==> config.mk <==
export PLATFORM = sky130hd
export DESIGN_NAME = imem_loader
export DESIGN_NICKNAME = d
export VERILOG_FILES = /design/src/rtl/imem_pkg.sv /design/src/rtl/imem_loader.sv
export SDC_FILE = /design/constraint.sdc
export NUM_CORES = 1
export LEC_CHECK = 0
export ABC_AREA = 0
export BUFFER_PORTS_ARGS = -buffer_cell sky130_fd_sc_hd__buf_2
export CORE_MARGIN = 1
export CORE_UTILIZATION = 25
export CTS_CLUSTER_DIAMETER = 120
export DETAILED_ROUTE_END_ITERATION = 8
export PLACE_DENSITY_LB_ADDON = 0.2
export SYNTH_ARGS = -nofsm -noshare
export SYNTH_HDL_FRONTEND = slang
export SYNTH_SLANG_ARGS = --single-unit
==> constraint.sdc <==
create_clock -name clk -period 1.8 [get_ports clk]
set_input_delay 0.36 -clock clk [delete_from_list [all_inputs] [get_ports clk]]
set_output_delay 0.36 -clock clk [all_outputs]
set_load 0.02 [all_outputs]
==> src/rtl/imem_pkg.sv <==
// Shared constants for the instruction memory, its boot loader and the fetch path.
package imem_pkg;

   localparam int ADDR_W_DEF = 12;
   localparam int DATA_W_DEF = 16;
   localparam int DEPTH_DEF  = 16;

   typedef enum logic [2:0] {
      ST_IDLE  = 3'd0,
      ST_HI    = 3'd1,
      ST_LO    = 3'd2,
      ST_WRITE = 3'd3,
      ST_DONE  = 3'd4
   } state_e;

   // A new load may only begin from rest: before the first load or after a finished one.
   function automatic logic accepts_start(input state_e s);
      return (s == ST_IDLE) || (s == ST_DONE);
   endfunction

endpackage

==> src/rtl/imem_loader.sv <==
// Boot loader: packs a byte stream high-byte-first into 16-bit words and writes
// them to instruction memory, then releases the CPU via cpu_run.
module imem_loader
   import imem_pkg::*;
#(
   parameter int ADDR_W = ADDR_W_DEF,
   parameter int DATA_W = DATA_W_DEF,
   parameter int DEPTH  = DEPTH_DEF
) (
   input  logic              clk,
   input  logic              rst_n,
   input  logic              start,
   input  logic [ADDR_W-1:0] len,
   input  logic [7:0]        byte_in,
   input  logic              byte_valid,
   output logic              byte_ready,
   output logic              we_IM,
   output logic [DATA_W-1:0] dataIM,
   output logic [ADDR_W-1:0] addIM,
   output logic              busy,
   output logic              done,
   output logic              cpu_run,
   output logic              clamped
);

   // Counter must hold DEPTH itself so a full-memory load can be compared against len.
   localparam int CNT_W = $clog2(DEPTH + 1);

   state_e            state_q, state_d;
   logic [CNT_W-1:0]  cnt_q, cnt_d;
   logic [CNT_W-1:0]  len_q, len_d;
   logic [CNT_W-1:0]  cnt_inc;
   logic [7:0]        hi_q, hi_d;
   logic              we_q, we_d;
   logic [DATA_W-1:0] data_q, data_d;
   logic [ADDR_W-1:0] addr_q, addr_d;
   logic              clamped_q, clamped_d;

   always_comb begin
      state_d    = state_q;
      cnt_d      = cnt_q;
      len_d      = len_q;
      hi_d       = hi_q;
      we_d       = 1'b0;
      data_d     = data_q;
      addr_d     = addr_q;
      clamped_d  = clamped_q;
      byte_ready = 1'b0;
      busy       = 1'b0;
      done       = 1'b0;
      cnt_inc    = cnt_q + CNT_W'(1);

      case (state_q)
         ST_IDLE, ST_DONE: begin
            done = (state_q == ST_DONE);
            if (start && accepts_start(state_q)) begin
               cnt_d = '0;
               if (len > ADDR_W'(DEPTH)) begin
                  len_d     = CNT_W'(DEPTH);
                  clamped_d = 1'b1;
               end else begin
                  len_d     = CNT_W'(len);
                  clamped_d = 1'b0;
               end
               state_d = (len == '0) ? ST_DONE : ST_HI;
            end
         end
         ST_HI: begin
            byte_ready = 1'b1;
            busy       = 1'b1;
            if (byte_valid) begin
               hi_d    = byte_in;
               state_d = ST_LO;
            end
         end
         ST_LO: begin
            byte_ready = 1'b1;
            busy       = 1'b1;
            if (byte_valid) begin
               we_d    = 1'b1;
               data_d  = DATA_W'({hi_q, byte_in});
               addr_d  = ADDR_W'(cnt_q);
               state_d = ST_WRITE;
            end
         end
         ST_WRITE: begin
            busy    = 1'b1;
            cnt_d   = cnt_inc;
            state_d = (cnt_inc == len_q) ? ST_DONE : ST_HI;
         end
         default: state_d = ST_IDLE;
      endcase
   end

   always_ff @(posedge clk or negedge rst_n) begin
      if (!rst_n) begin
         state_q   <= ST_IDLE;
         cnt_q     <= '0;
         len_q     <= '0;
         hi_q      <= '0;
         we_q      <= 1'b0;
         data_q    <= '0;
         addr_q    <= '0;
         clamped_q <= 1'b0;
      end else begin
         state_q   <= state_d;
         cnt_q     <= cnt_d;
         len_q     <= len_d;
         hi_q      <= hi_d;
         we_q      <= we_d;
         data_q    <= data_d;
         addr_q    <= addr_d;
         clamped_q <= clamped_d;
      end
   end

   assign we_IM   = we_q;
   assign dataIM  = data_q;
   assign addIM   = addr_q;
   assign clamped = clamped_q;
   assign cpu_run = done;

endmodule

==> run summary <==
The pin count of the biggest net entering global routing is 29. The clock reaches the later pin of the worst-skew pair after 0.29 ns. The number of cells produced by synthesis is 158. For this design the total switching power over the nets is 1.388 mW. In this run the remaining antenna-violating nets after routing total 0. The min-delay analysis places its worst path in the category input pin to flop. The final layout contains 247 nets. Along the worst path, the maximum fanout reaches 6. The peak supply drop came out at 602.7 uV. The area growth from synthesis to layout is 29.64%. The tree is rooted in a sky130_fd_sc_hd__clkbuf_8.

The register area share after synthesis came out at 55.38%. After synthesis, the largest family of logic cells by area is multiplexers. The last weighted congestion value of the routability-driven placer came out at 0.7551. The antenna diode instance count came out at 0.

The cell area after technology mapping is 1988 um^2. Counting flops and latches in the post-synthesis netlist gives 44. The number of setup violations in the final report is 0. The sum of net half-perimeters after detailed placement came out at 3023 um. The initial antenna violation count is 0. The total overflow left after global routing is 0. The worst setup path is launched from a flop. The overall via count from detail_route is 1426.

The standby leakage power is 1.196 nW. The first-pass GRT wire length came out at 6975 um. The final hold violation count is 0. The filler cells instantiated in the layout total 803. The total number of yosys warnings came out at 0.

The count of buffers added on input and output ports is 50. The xor/xnor cell area share of the yosys netlist is 2.643%. The count of placed standard cells including taps came out at 316.

On the worst path, the slowest cell contributes a delay of 0.39 ns. In this run the horizontal extent of the chip is 91.18 um. The portion of netlist area occupied by mux cells came out at 16.43%.

After the first detailed-routing iteration, the DRC count stood at 51. The post-route DRC violation count is 0. The clock group share of total power is 21.5%. The data required time at the worst endpoint is 1.98 ns.

The final count of pins violating max slew came out at 0. The mean cell area of the mapped netlist came out at 12.58 um^2. The shortest clock period the worst path allows after layout came out at 1.682 ns. The number of flops mapped to enable cells by yosys is 0. The clock drives 44 sinks. The clock tree skew after final layout is 0.006448 ns. The via count of the first global-routing pass is 1421. The cell type of the slowest stage on the worst timing path is sky130_fd_sc_hd__dfrtp_1. Across every metal layer, demand over resource in global routing totals 10.78%. The worst setup margin is 0.1179 ns. The compound-gate portion of the synthesized area is 10.76%. The dominant synthesized flop cell is sky130_fd_sc_hd__dfrtp_1.

The critical path class is flop to flop. Traced cell by cell, the critical path runs through ha_2, and3b_1, a2111oi_2, nor4b_1, buf_4, a32o_1. The run finished with clean final reports. The number of top-level pins came out at 58.

TritonCTS created 5 clock buffers. The y dimension of the die is 91.18 um. Setup repair after global routing left no endpoint under its margin. The placeable core area is 7727 um^2. The clock tree from TritonCTS is built. The final critical path takes up 93.45% of the cycle. The total routed wirelength is 3984 um.

Row generation in the floorplan step produced 32 rows. The switching part of the total is 34.33%. The maximum clock frequency is 594.5 MHz. Cells with a size suffix above 1 make up 47.30% of the layout. The finished cells cover 2577 um^2.

The detailed-route vias per instance is 4.401. The H-tree was split into 2 levels. After Yosys synthesis, and, or, nand and nor cells account for 8.999% of the synthesized area. The die outline area came out at 8313 um^2. The utilization after layout came out at 33.35%. The first-pass iteration count of the detailed router is 4. The final cell count without fillers is 324. The maximum buffer depth of the clock tree is 2.

Of the total power, registers draw 38.7%. The clock-pin slew reported for the worst setup and hold paths after clock tree synthesis came out at 0.08 ns. The internal power consumption came out at 2.655 mW.

The total setup buffers inserted after CTS is 0. The per-cell routed wire length is 12.30 um. After detailed placement, the total cell area comes to 2430 um^2.

The worst endpoint data arrival time is 1.86 ns. The number of max-capacitance violations reported is 0. The initial core utilization came out at 25.73%.

The fraction of registers with async set or reset after synthesis came out at 100.0%. The distinct cell type count after synthesis came out at 39. The post-placement setup slack is 0.01288 ns.

The worst setup path is captured at a flop. The adder and majority cell fraction of the synthesized area is 0.6293%. The setup TNS is 0 ns. The share of total power in combinational logic is 39.8%. The total power per unit cell area came out at 1568 nW/um^2.
[state kept, by name, summed over array words and instances, names as in the netlist]
signal,flops
hi_q,8
state_q,3
we_IM,1
addIM,5
dataIM,16
cnt_q,5
len_q,5
clamped,1
[cells in the final DEF (no fill, tap or decap), types with 2 or more instances in the layout]
cell                        netlist  final
sky130_fd_sc_hd__buf_2            4     50
sky130_fd_sc_hd__dfrtp_1         44     44
sky130_fd_sc_hd__mux2_2          29     29
sky130_fd_sc_hd__buf_4            8     11
sky130_fd_sc_hd__a21oi_1          8      8
sky130_fd_sc_hd__nor2_1           8      7
sky130_fd_sc_hd__conb_1           1      7
sky130_fd_sc_hd__a22o_1           5      5
sky130_fd_sc_hd__clkbuf_8         0      5
sky130_fd_sc_hd__inv_1            4      4
sky130_fd_sc_hd__nand2_1          4      4
sky130_fd_sc_hd__nand3_1          4      4
sky130_fd_sc_hd__nand2b_1         3      3
sky130_fd_sc_hd__xnor2_1          3      3
sky130_fd_sc_hd__xor2_1           3      3
sky130_fd_sc_hd__o21ai_0          3      3
sky130_fd_sc_hd__nor3_1           2      2
sky130_fd_sc_hd__nor2_2           1      2
sky130_fd_sc_hd__nor2b_1          2      2
sky130_fd_sc_hd__o211ai_1         2      2
sky130_fd_sc_hd__bufinv_16        0      2
sky130_fd_sc_hd__buf_12           0      2
[metal layers]
layer / track usage, % / routed length, um / up-vias
met5: 0 / 0 / -
met4: 3.968 / 68 / 0
met3: 2.848 / 185 / 6
met2: 18.12 / 1962 / 41
met1: 13.25 / 1766 / 701
li1: - / - / 678
[stage by stage]
stage	hold WS (ns)	power, mW
after detailed placement	0.3228	3.206
after global placement	0.3183	3.187
after global routing	0.2831	4.353
after floorplan	0.06441	2.620
final	0.2996	4.043
after CTS	0.2924	4.101
[critical path, delay by kind of cell (launching register included)]
kind | cells | cell delay [ns]
simple gates | 2 | 0.30
flops | 1 | 0.39
compound gates | 2 | 0.52
fa+ha+maj | 1 | 0.22
buf+inv | 1 | 0.15
[synth_stat cells (2+ instances only)]
library cell / number / area share (%)
sky130_fd_sc_hd__buf_2: 4 / 1.0
sky130_fd_sc_hd__xnor2_1: 3 / 1.3
sky130_fd_sc_hd__dfrtp_1: 44 / 55
sky130_fd_sc_hd__xor2_1: 3 / 1.3
sky130_fd_sc_hd__o21ai_0: 3 / 0.75
sky130_fd_sc_hd__inv_1: 4 / 0.75
sky130_fd_sc_hd__a21oi_1: 8 / 2.0
sky130_fd_sc_hd__a22o_1: 5 / 2.2
sky130_fd_sc_hd__nand3_1: 4 / 1.0
sky130_fd_sc_hd__nor2_1: 8 / 1.5
sky130_fd_sc_hd__o211ai_1: 2 / 0.75
sky130_fd_sc_hd__nor3_1: 2 / 0.50
sky130_fd_sc_hd__nand2_1: 4 / 0.75
sky130_fd_sc_hd__buf_4: 8 / 3.0
sky130_fd_sc_hd__nor2b_1: 2 / 0.63
sky130_fd_sc_hd__mux2_2: 29 / 16
sky130_fd_sc_hd__nand2b_1: 3 / 0.94
[final timing paths]
kind | cells after the start | start | to | slack, ns
worst min register to register | 1 | dataIM[11]$_DFFE_PN0P_ | dataIM[11]$_DFFE_PN0P_ | 0.50
min in group asynchronous | 2 | rst_n | dataIM[10]$_DFFE_PN0P_ | 0.53
worst max-delay path | 6 | cnt_q[0]$_DFFE_PN0P_ | state_q[2]$_DFFE_PN0P_ | 0.12
worst min-delay path | 2 | len[0] | len_q[0]$_DFFE_PN0P_ | 0.30
max in group asynchronous | 3 | rst_n | len_q[3]$_DFFE_PN0P_ | 0.78
worst max register to register | 6 | cnt_q[0]$_DFFE_PN0P_ | state_q[2]$_DFFE_PN0P_ | 0.12
[cell families (layout without fill, tap and decap cells)]
family / Yosys count / count (layout)
AO/OA/AOI/OAI: 28 / 28
XOR/XNOR: 6 / 6
adder cells (fa/ha/maj): 1 / 1
buffers and inverters: 17 / 75
flip-flops: 44 / 44
multiplexers: 29 / 29
other: 1 / 7
AND/OR/NAND/NOR: 32 / 32
[layout make-up]
class	instances	area [um^2]	area share, %
flip-flops and latches	44	1101	42.72
multi-input cells	103	822.0	31.89
repair buffers	64	382.9	14.85
well taps	102	127.6	4.951
clock buffers	5	68.82	2.670
clock inverters	2	60.06	2.330
inverters	4	15.01	0.5825
[power groups by stage]
stage          Sequential, mW  Combinational, mW  Clock [mW]
2_1_floorplan            1.81              0.809           0
3_3_place_gp             1.58               1.60           0
3_5_place_dp             1.59               1.62           0
4_1_cts                  1.57               1.63       0.905
5_1_grt                  1.63               1.77       0.952
6_report                 1.56               1.61       0.870
[timing repair]
| action | 4_1_cts | 5_1_grt |
|---|---|---|
| hold endpoints to repair | 6 | 0 |
| gates resized for setup | 0 | 3 |
| hold buffers | 1 | 0 |
| setup endpoints to repair | 0 | 2 |
No activity file was read; power rests on OpenSTA's default activity.
